$ cat config.mk
export PLATFORM = sky130hd
export DESIGN_NAME = register_pipeline_elastic
export DESIGN_NICKNAME = d
export VERILOG_FILES = /design/src/rtl/dnnweaver_pkg.sv /design/src/rtl/register_stage_elastic.sv /design/src/rtl/register_pipeline_elastic.sv
export SDC_FILE = /design/constraint.sdc
export NUM_CORES = 1
export LEC_CHECK = 0
export ABC_CLOCK_PERIOD_IN_PS = 2009
export BUFFER_PORTS_ARGS = -buffer_cell sky130_fd_sc_hd__buf_2
export CAP_MARGIN = 20
export CORE_MARGIN = 10
export CORE_UTILIZATION = 45
export DETAILED_ROUTE_END_ITERATION = 8
export GPL_TIMING_DRIVEN = 0
export PLACE_DENSITY_LB_ADDON = 0.12
export SYNTH_ARGS = -nofsm -noshare
export SYNTH_HDL_FRONTEND = slang
export SYNTH_HIERARCHICAL = 1
export SYNTH_SLANG_ARGS = --single-unit
$ cat constraint.sdc
create_clock -name CLK -period 2.01 [get_ports CLK]
set_input_delay 0.402 -clock CLK [delete_from_list [all_inputs] [get_ports CLK]]
set_output_delay 0.402 -clock CLK [all_outputs]
set_load 0.05 [all_outputs]
$ cat src/rtl/dnnweaver_pkg.sv
`default_nettype none
// ============================================================================
// Package : dnnweaver_pkg
// Purpose : Shared helpers for dnnweaver datapath blocks.
// Contents: clog2() - ceiling log2, usable in constant expressions.
// Revision: 1.0 - initial release
// ============================================================================
package dnnweaver_pkg;

  // Ceiling log2. Returns 0 for values of 0 or 1. Callers that size
  // counters pass (N+1), which is always >= 2.
  function automatic int clog2(input int value);
    int result;
    int remaining;
    result    = 0;
    remaining = value - 1;
    while (remaining > 0) begin
      result    = result + 1;
      remaining = remaining >> 1;
    end
    return result;
  endfunction

endpackage
`default_nettype wire

$ cat src/rtl/register_stage_elastic.sv
`default_nettype none
// ============================================================================
// Module  : register_stage_elastic
// Purpose : One stage of an elastic register pipeline. It holds a valid bit
//           and a data word, and advances whenever it is empty or the next
//           stage can take its word.
// Ports   : clk, rst     - clock, asynchronous active-high reset
//           flush        - synchronous discard (clears valid, and clears data
//                          too when CLEAR_ON_FLUSH = 1)
//           up_valid/up_data - word offered by the upstream side
//           down_ready   - downstream side can accept this stage's word
//           valid/data   - stage contents
//           ready        - this stage can load a new word this cycle
// Revision: 1.0 - initial release
// ============================================================================
module register_stage_elastic #(
  parameter int WIDTH          = 16,
  parameter bit CLEAR_ON_FLUSH = 1'b0
) (
  input  logic             clk,
  input  logic             rst,
  input  logic             flush,
  input  logic             up_valid,
  input  logic [WIDTH-1:0] up_data,
  input  logic             down_ready,
  output logic             valid,
  output logic [WIDTH-1:0] data,
  output logic             ready
);

  // An empty stage always accepts. A full stage accepts only if its current
  // word moves on in the same cycle, which lets bubbles collapse.
  assign ready = !valid | down_ready;

  always_ff @(posedge clk or posedge rst) begin
    if (rst) begin
      valid <= 1'b0;
      data  <= '0;
    end else if (flush) begin
      valid <= 1'b0;
      if (CLEAR_ON_FLUSH) begin
        data <= '0;
      end
    end else if (ready) begin
      valid <= up_valid;
      // On a bubble the old data is kept, so DOUT only changes when a real
      // word arrives.
      if (up_valid) begin
        data <= up_data;
      end
    end
  end

endmodule
`default_nettype wire

$ cat src/rtl/register_pipeline_elastic.sv
`default_nettype none
// ============================================================================
// Module  : register_pipeline_elastic
// Purpose : STAGES-deep elastic delay line with a valid/ready handshake per
//           stage, a synchronous flush and a registered occupancy count.
// Ports   : CLK, RESET           - clock, asynchronous active-high reset
//           FLUSH                - synchronous discard of all stage contents
//           IN_VALID/IN_READY/DIN    - upstream handshake and data
//           OUT_VALID/OUT_READY/DOUT - downstream handshake and data
//           OCCUPANCY            - number of valid stages
// Revision: 1.0 - initial release
// ============================================================================
module register_pipeline_elastic
  import dnnweaver_pkg::*;
#(
  parameter int WIDTH          = 16,
  parameter int STAGES         = 3,
  parameter bit CLEAR_ON_FLUSH = 1'b0
) (
  input  logic                         CLK,
  input  logic                         RESET,
  input  logic                         FLUSH,
  input  logic                         IN_VALID,
  output logic                         IN_READY,
  input  logic [WIDTH-1:0]             DIN,
  output logic                         OUT_VALID,
  input  logic                         OUT_READY,
  output logic [WIDTH-1:0]             DOUT,
  output logic [clog2(STAGES+1)-1:0]   OCCUPANCY
);

  localparam int              OCC_W   = clog2(STAGES + 1);
  localparam logic [OCC_W-1:0] OCC_ONE = OCC_W'(1);

  // chain_*[i] is the word offered to stage i; chain_*[STAGES] is the output.
  // ready[i] is stage i's ready; ready[STAGES] is the downstream ready.
  logic [STAGES:0] chain_valid;
  logic [WIDTH-1:0] chain_data [STAGES+1];
  logic [STAGES:0] ready;

  logic in_xfer;
  logic out_xfer;

  assign chain_valid[0] = IN_VALID;
  assign chain_data[0]  = DIN;
  assign ready[STAGES]  = OUT_READY;

  for (genvar i = 0; i < STAGES; i++) begin : g_stage
    register_stage_elastic #(
      .WIDTH          (WIDTH),
      .CLEAR_ON_FLUSH (CLEAR_ON_FLUSH)
    ) u_stage (
      .clk        (CLK),
      .rst        (RESET),
      .flush      (FLUSH),
      .up_valid   (chain_valid[i]),
      .up_data    (chain_data[i]),
      .down_ready (ready[i+1]),
      .valid      (chain_valid[i+1]),
      .data       (chain_data[i+1]),
      .ready      (ready[i])
    );
  end

  // FLUSH blocks both handshakes so nothing is counted or lost in that cycle.
  assign IN_READY  = ready[0] & !FLUSH;
  assign OUT_VALID = chain_valid[STAGES] & !FLUSH;
  assign DOUT      = chain_data[STAGES];

  assign in_xfer  = IN_VALID & IN_READY;
  assign out_xfer = OUT_VALID & OUT_READY;

  // Tracked incrementally rather than by popcount so the output is a plain
  // register with no adder tree behind it.
  always_ff @(posedge CLK or posedge RESET) begin
    if (RESET) begin
      OCCUPANCY <= '0;
    end else if (FLUSH) begin
      OCCUPANCY <= '0;
    end else if (in_xfer && !out_xfer) begin
      OCCUPANCY <= OCCUPANCY + OCC_ONE;
    end else if (out_xfer && !in_xfer) begin
      OCCUPANCY <= OCCUPANCY - OCC_ONE;
    end
  end

endmodule
`default_nettype wire

* Yosys cells after proc, flatten, opt, wreduce, memory -nomap -nowiden *
Index checks and enable logic that the tools add are counted.

operators by class
  bitwise operators = 8
  order comparisons = 0
  equal/unequal tests = 0
  div/mod/pow operators = 0
  $mul = 0
  shift-type cells = 0
  mux-type cells = 9
  add/sub/neg operators = 2
  reduce and logical (&&, ||, !) cells = 15

operators by type and width
  cell                                                                 count
  3-bit AND reduction                                                  3
  1-bit zero test                                                      6
  1-bit two-way mux                                                    6
  2-bit two-way mux                                                    3
  2-bit nonzero test                                                   3
  1-bit bitwise AND                                                    4
  1-bit bitwise OR                                                     3
  3-bit nonzero test                                                   1
  2-bit by 1-bit adder with 2-bit output (second input constant)       1
  1-bit logical AND                                                    2
  2-bit by 1-bit subtractor with 2-bit output (second input constant)  1
  1-bit inverter                                                       1

storage, ports and cells
  bits in registers = 53
  bits in latches = 0
  ROM bits = 0
  memory bits (writable) = 0
  memories kept = 0
  logic and storage cells = 41
  output and inout bits = 20
  input bits = 21

* Depth between registers and ports, before layout *
  depth in word-level cells = 11
  depth in mapped cells = 9
  depth with buffers taken out = 9

* By module *
Netlist, hierarchy kept.

by module, submodules not included
  module                     seq. area each (µm²)  cells each  instances  area an instance (µm²)
  register_stage_elastic     425.4                 40          3          668.1
  register_pipeline_elastic  50.0                  20          1          168.9

* Worst setup path after synthesis *
OpenSTA, ideal clock, no wires.

  path kind = reg-to-output
  from = register g_stage[2].u_stage.valid
  to = output port IN_READY
  required time = 1.608 ns
  path buffers = 0
  arrival = 1.627 ns
  setup slack = -0.019 ns
  cell stages (with the launch flop) = 8
  path through = dfrtp_1 -> nor2b_4 -> inv_1 -> nor2b_4 -> inv_1 -> nor2b_4 -> inv_1 -> nor2b_1

between the ends
  cells in the longest elaborated chain, start to end = 5

RTL lines
  element                   RTL line                         RTL
  start: declaration        register_stage_elastic.sv:26     output logic valid,
  start signal: assignment  register_stage_elastic.sv:45     valid <= up_valid;
  1-bit zero test           register_stage_elastic.sv:33     assign ready = !valid | down_ready;
  1-bit bitwise OR          register_stage_elastic.sv:33
  via ready[2]              register_pipeline_elastic.sv:39  logic [STAGES:0] ready;
  1-bit bitwise OR          register_stage_elastic.sv:33
  via ready[1]              register_pipeline_elastic.sv:39
  1-bit bitwise OR          register_stage_elastic.sv:33
  via ready[0]              register_pipeline_elastic.sv:39
  1-bit bitwise AND         register_pipeline_elastic.sv:66  assign IN_READY = ready[0] & !FLUSH;
  end: declaration          register_pipeline_elastic.sv:24  output logic IN_READY,

The timed path passes the listed nets, and every way through them passes these cells.

* Worst setup path in the final report *
Same ends and word-level chain as after synthesis.

==> flow_metrics.env <==
export IMPL_count_of_pins_over_their_slew_limit=0
export IMPL_power_per_cell_area_nw_per_um2=1195
export IMPL_reg2regPathDepth=7
export IMPL_critPathMaxFanout=5
export IMPL_port_buffers=40
export IMPL_post_synth_mux_area_share=0.2585
export IMPL_timing_critical_path_arrival_ps=1520
export IMPL_grt_antenna_before_repair=0
export IMPL_final_setup_skew_ps=6.938
export IMPL_setup_viol_count_final=0
export IMPL_yosys_cell_types_count=19
export IMPL_count_of_endpoints_failing_hold_in_the_final_timing_report=0
export IMPL_worstSetupStartpointType="register"
export IMPL_dpl_hpwl_um=3013
export IMPL_stdcell_count=249
export IMPL_synthDominantCellAreaShare=0.6102
export IMPL_timing_max_slew_rel_slack=0.5200
export IMPL_drt_wirelength_per_cell_um=16.58
export IMPL_grt_first_pass_wirelength_um=6817
export IMPL_cts_sinks=53
export IMPL_global_route_overflow_total=0
export IMPL_dominantRegCellSynth="sky130_fd_sc_hd__dfrtp_1"
export IMPL_avgSynthCellArea_um2=15.52
export IMPL_post_drt_via_cell_ratio=5.116
export IMPL_timing_hold_ws_ps=322.7
export IMPL_totalNegativeSetupSlack_ps=0
export IMPL_crit_reg2reg_launch="g_stage[2].u_stage/valid$_DFFE_PP0P_"
export IMPL_dominant_combinational_cell_family_by_area_after_synthesis="multiplexers"
export IMPL_most_repeated_cell_in_the_gate_level_netlist_after_synthesis="sky130_fd_sc_hd__dfrtp_1"
export IMPL_totalWireLength_um=4128
export IMPL_biggest_area_contributors_in_the_synthesized_netlist="sky130_fd_sc_hd__dfrtp_1, sky130_fd_sc_hd__mux2_2, sky130_fd_sc_hd__nor3b_4, sky130_fd_sc_hd__buf_8, sky130_fd_sc_hd__nor2b_4"
export IMPL_status="completed"
export IMPL_die_y_um=89.50
export IMPL_synthesized_area_fraction_occupied_by_ao_oa_aoi_and_oai_cells=0.008060
export IMPL_ys_async_sr_fraction=1.000
export IMPL_drt_iter0_markers=28
export IMPL_cts_path_max_buffers=2
export IMPL_period_minus_slack_ps=1920
export IMPL_post_synth_and_or_nand_nor_area_fraction=0.08636
export IMPL_worstHoldPathCells=2
export IMPL_finalWorstSetupSlack_ps=90.32
export IMPL_syn_to_final_growth_pct=19.46
export IMPL_cts_clk_slew_worst_paths_ps=90
export IMPL_htreeDepth=2
export IMPL_synth_cells=140
export IMPL_grt_pass1_vias=1405
export IMPL_reg2reg_setup_slack_ps=170
export IMPL_final_area_um2=2596
export IMPL_holdPathEnd="g_stage[0].u_stage/data[1]$_DFFE_PP0P_"
export IMPL_worst_r2r_endpoint="g_stage[1].u_stage/data[5]$_DFFE_PP0P_"
export IMPL_layout_core_utilization=0.5533
export IMPL_route_vias_total=1274
export IMPL_cts_tree="yes"
export IMPL_coreArea_um2=4692
export IMPL_synth_enable_flop_cells=0
export IMPL_setup_repair_after_global_routing_missed_its_margin="yes"
export IMPL_count_of_inserted_antenna_diode_cells=0
export IMPL_count_of_yosys_warnings_during_synthesis=6
export IMPL_ioPinCount=41
export IMPL_drt_pass1_iter_count=4
export IMPL_gr_usage_all_layers=0.1137
export IMPL_worstSkewPairLatency_ps=310
export IMPL_power_leakage_nw=1.206
export IMPL_worst_slew_pin_transition_ps=719.3
export IMPL_synth_sequential_area_ratio=0.6102
export IMPL_total_cell_area_at_the_placement_stage_um2=2444
export IMPL_yosys_register_bits=53
export IMPL_num_nets_final=215
export IMPL_synth_adder_area_share=0
export IMPL_synth_xor_area_frac=0.004030
export IMPL_power_total_mw=3.103
export IMPL_grt_max_degree=18
export IMPL_syn_nets=161
export IMPL_preCtsSetupSlack_ps=-43.35
export IMPL_final_antenna_net_count=0
export IMPL_crit_required_ps=1610
export IMPL_min_period_over_period=0.9551
export IMPL_clock_tree_root_cell="sky130_fd_sc_hd__clkbuf_8"
export IMPL_setup_worst_path_end_class="primary output"
export IMPL_min_path_type="in2reg"
export IMPL_floorplan_die_area_um2=8009
export IMPL_layout_drive_gt1_share=0.5949
export IMPL_hold_path_startpoint="DIN[1]"
export IMPL_max_vdd_ir_drop_uv=603.6
export IMPL_post_synth_most_frequent_cells="sky130_fd_sc_hd__dfrtp_1, sky130_fd_sc_hd__mux2_2, sky130_fd_sc_hd__nor2_1, sky130_fd_sc_hd__inv_1"
export IMPL_finalWeightedCongestion=0.7355
export IMPL_cts_inserted_buffers=5
export IMPL_library_cell_with_the_largest_summed_area_after_synthesis="sky130_fd_sc_hd__dfrtp_1"
export IMPL_max_cap_violations=0
export IMPL_detail_route_drc_violations=0
export IMPL_placementRows=25
export IMPL_cp_class="reg2out"
export IMPL_die_x_um=89.50
export IMPL_mappedNetlistArea_um2=2173
export IMPL_dpl_cell_count=234
export IMPL_max_freq_ghz=0.5209
export IMPL_initial_standard_cell_utilization_of_the_core=0.4632
-- per-layer routing --
layer	routed length, µm	vias up	global-route usage
li1	-	594	-
met1	1733	648	0.1242
met2	2099	28	0.1934
met3	245	4	0.04284
met4	50	0	0.04769
met5	0	-	0
-- kinds of logic after synthesis --
family                 Yosys count
AO/OA/AOI/OAI                    3
multiplexers                    50
XOR/XNOR                         1
flip-flops                      53
buffers and inverters           10
AND/OR/NAND/NOR                 23
-- what timing repair did --
action / CTS / global route
resized for setup: 3 / 3
hold endpoints to repair: 2 / 0
setup buffers: 4 / 2
hold buffers: 1 / 0
pin swaps: 0 / 1
endpoints found under the setup margin: 1 / 11
-- placed cells by master, fill, tap and decap left out, drive strengths merged, types with 2 or more instances in the layout --
cell | netlist | layout
mux2 | 49 | 49
nor2 | 8 | 8
a21oi | 2 | 2
buf | 3 | 49
inv | 7 | 7
clkbuf | 0 | 5
clkinv | 0 | 2
nand2 | 3 | 3
dfrtp | 53 | 53
nor2b | 5 | 5
nor3b | 3 | 3
-- worst max-delay path, stage by stage, from the launching register on --
cell and delay (ps):
sky130_fd_sc_hd__dfrtp_1 370, sky130_fd_sc_hd__nor2b_4 160, sky130_fd_sc_hd__inv_2 50, sky130_fd_sc_hd__nor2b_4 120, sky130_fd_sc_hd__inv_2 50, sky130_fd_sc_hd__nor2b_4 110
sky130_fd_sc_hd__inv_2 60, sky130_fd_sc_hd__nor2b_4 120, sky130_fd_sc_hd__buf_6 160
-- state kept, by name, summed over array words and instances, names as in the netlist --
name	cells
OCCUPANCY	2
g_stage.u_stage/data	48
g_stage.u_stage/valid	3
-- how the worst max path moves through the flow --
stage | end | startpoint | slack, ps | cells past startpoint
after global routing | IN_READY | g_stage[2].u_stage/valid$_DFFE_PP0P_ | -20 | 8
after CTS | g_stage[0].u_stage/data[14]$_DFFE_PP0P_ | g_stage[2].u_stage/valid$_DFFE_PP0P_ | 8 | 9
final | IN_READY | g_stage[2].u_stage/valid$_DFFE_PP0P_ | 90 | 8
after detailed placement | IN_READY | OUT_READY | -40 | 9
after global placement | IN_READY | OUT_READY | -20 | 9
after floorplan | IN_READY | g_stage[2].u_stage/valid$_DFFE_PP0P_ | 230 | 7
-- cell type report --
type                            instances  area [µm²]
Buffer                                  3       45.04
Clock buffer                            5       68.82
Clock inverter                          3       17.52
Fill cell                             424        2096
Inverter                                7       26.28
Multi-Input combinational cell         77       783.3
Sequential cell                        53        1326
Tap cell                               54       67.56
Timing Repair Buffer                   47       261.5
-- where the power goes --
part	leakage [nW]	internal, mW	switching (mW)
Clock	0.0439	0.241	0.335
Combinational	0.522	0.347	0.701
Sequential	0.640	1.34	0.134
Total	1.21	1.93	1.17
Note: power is estimated with default switching activity, not from simulation.
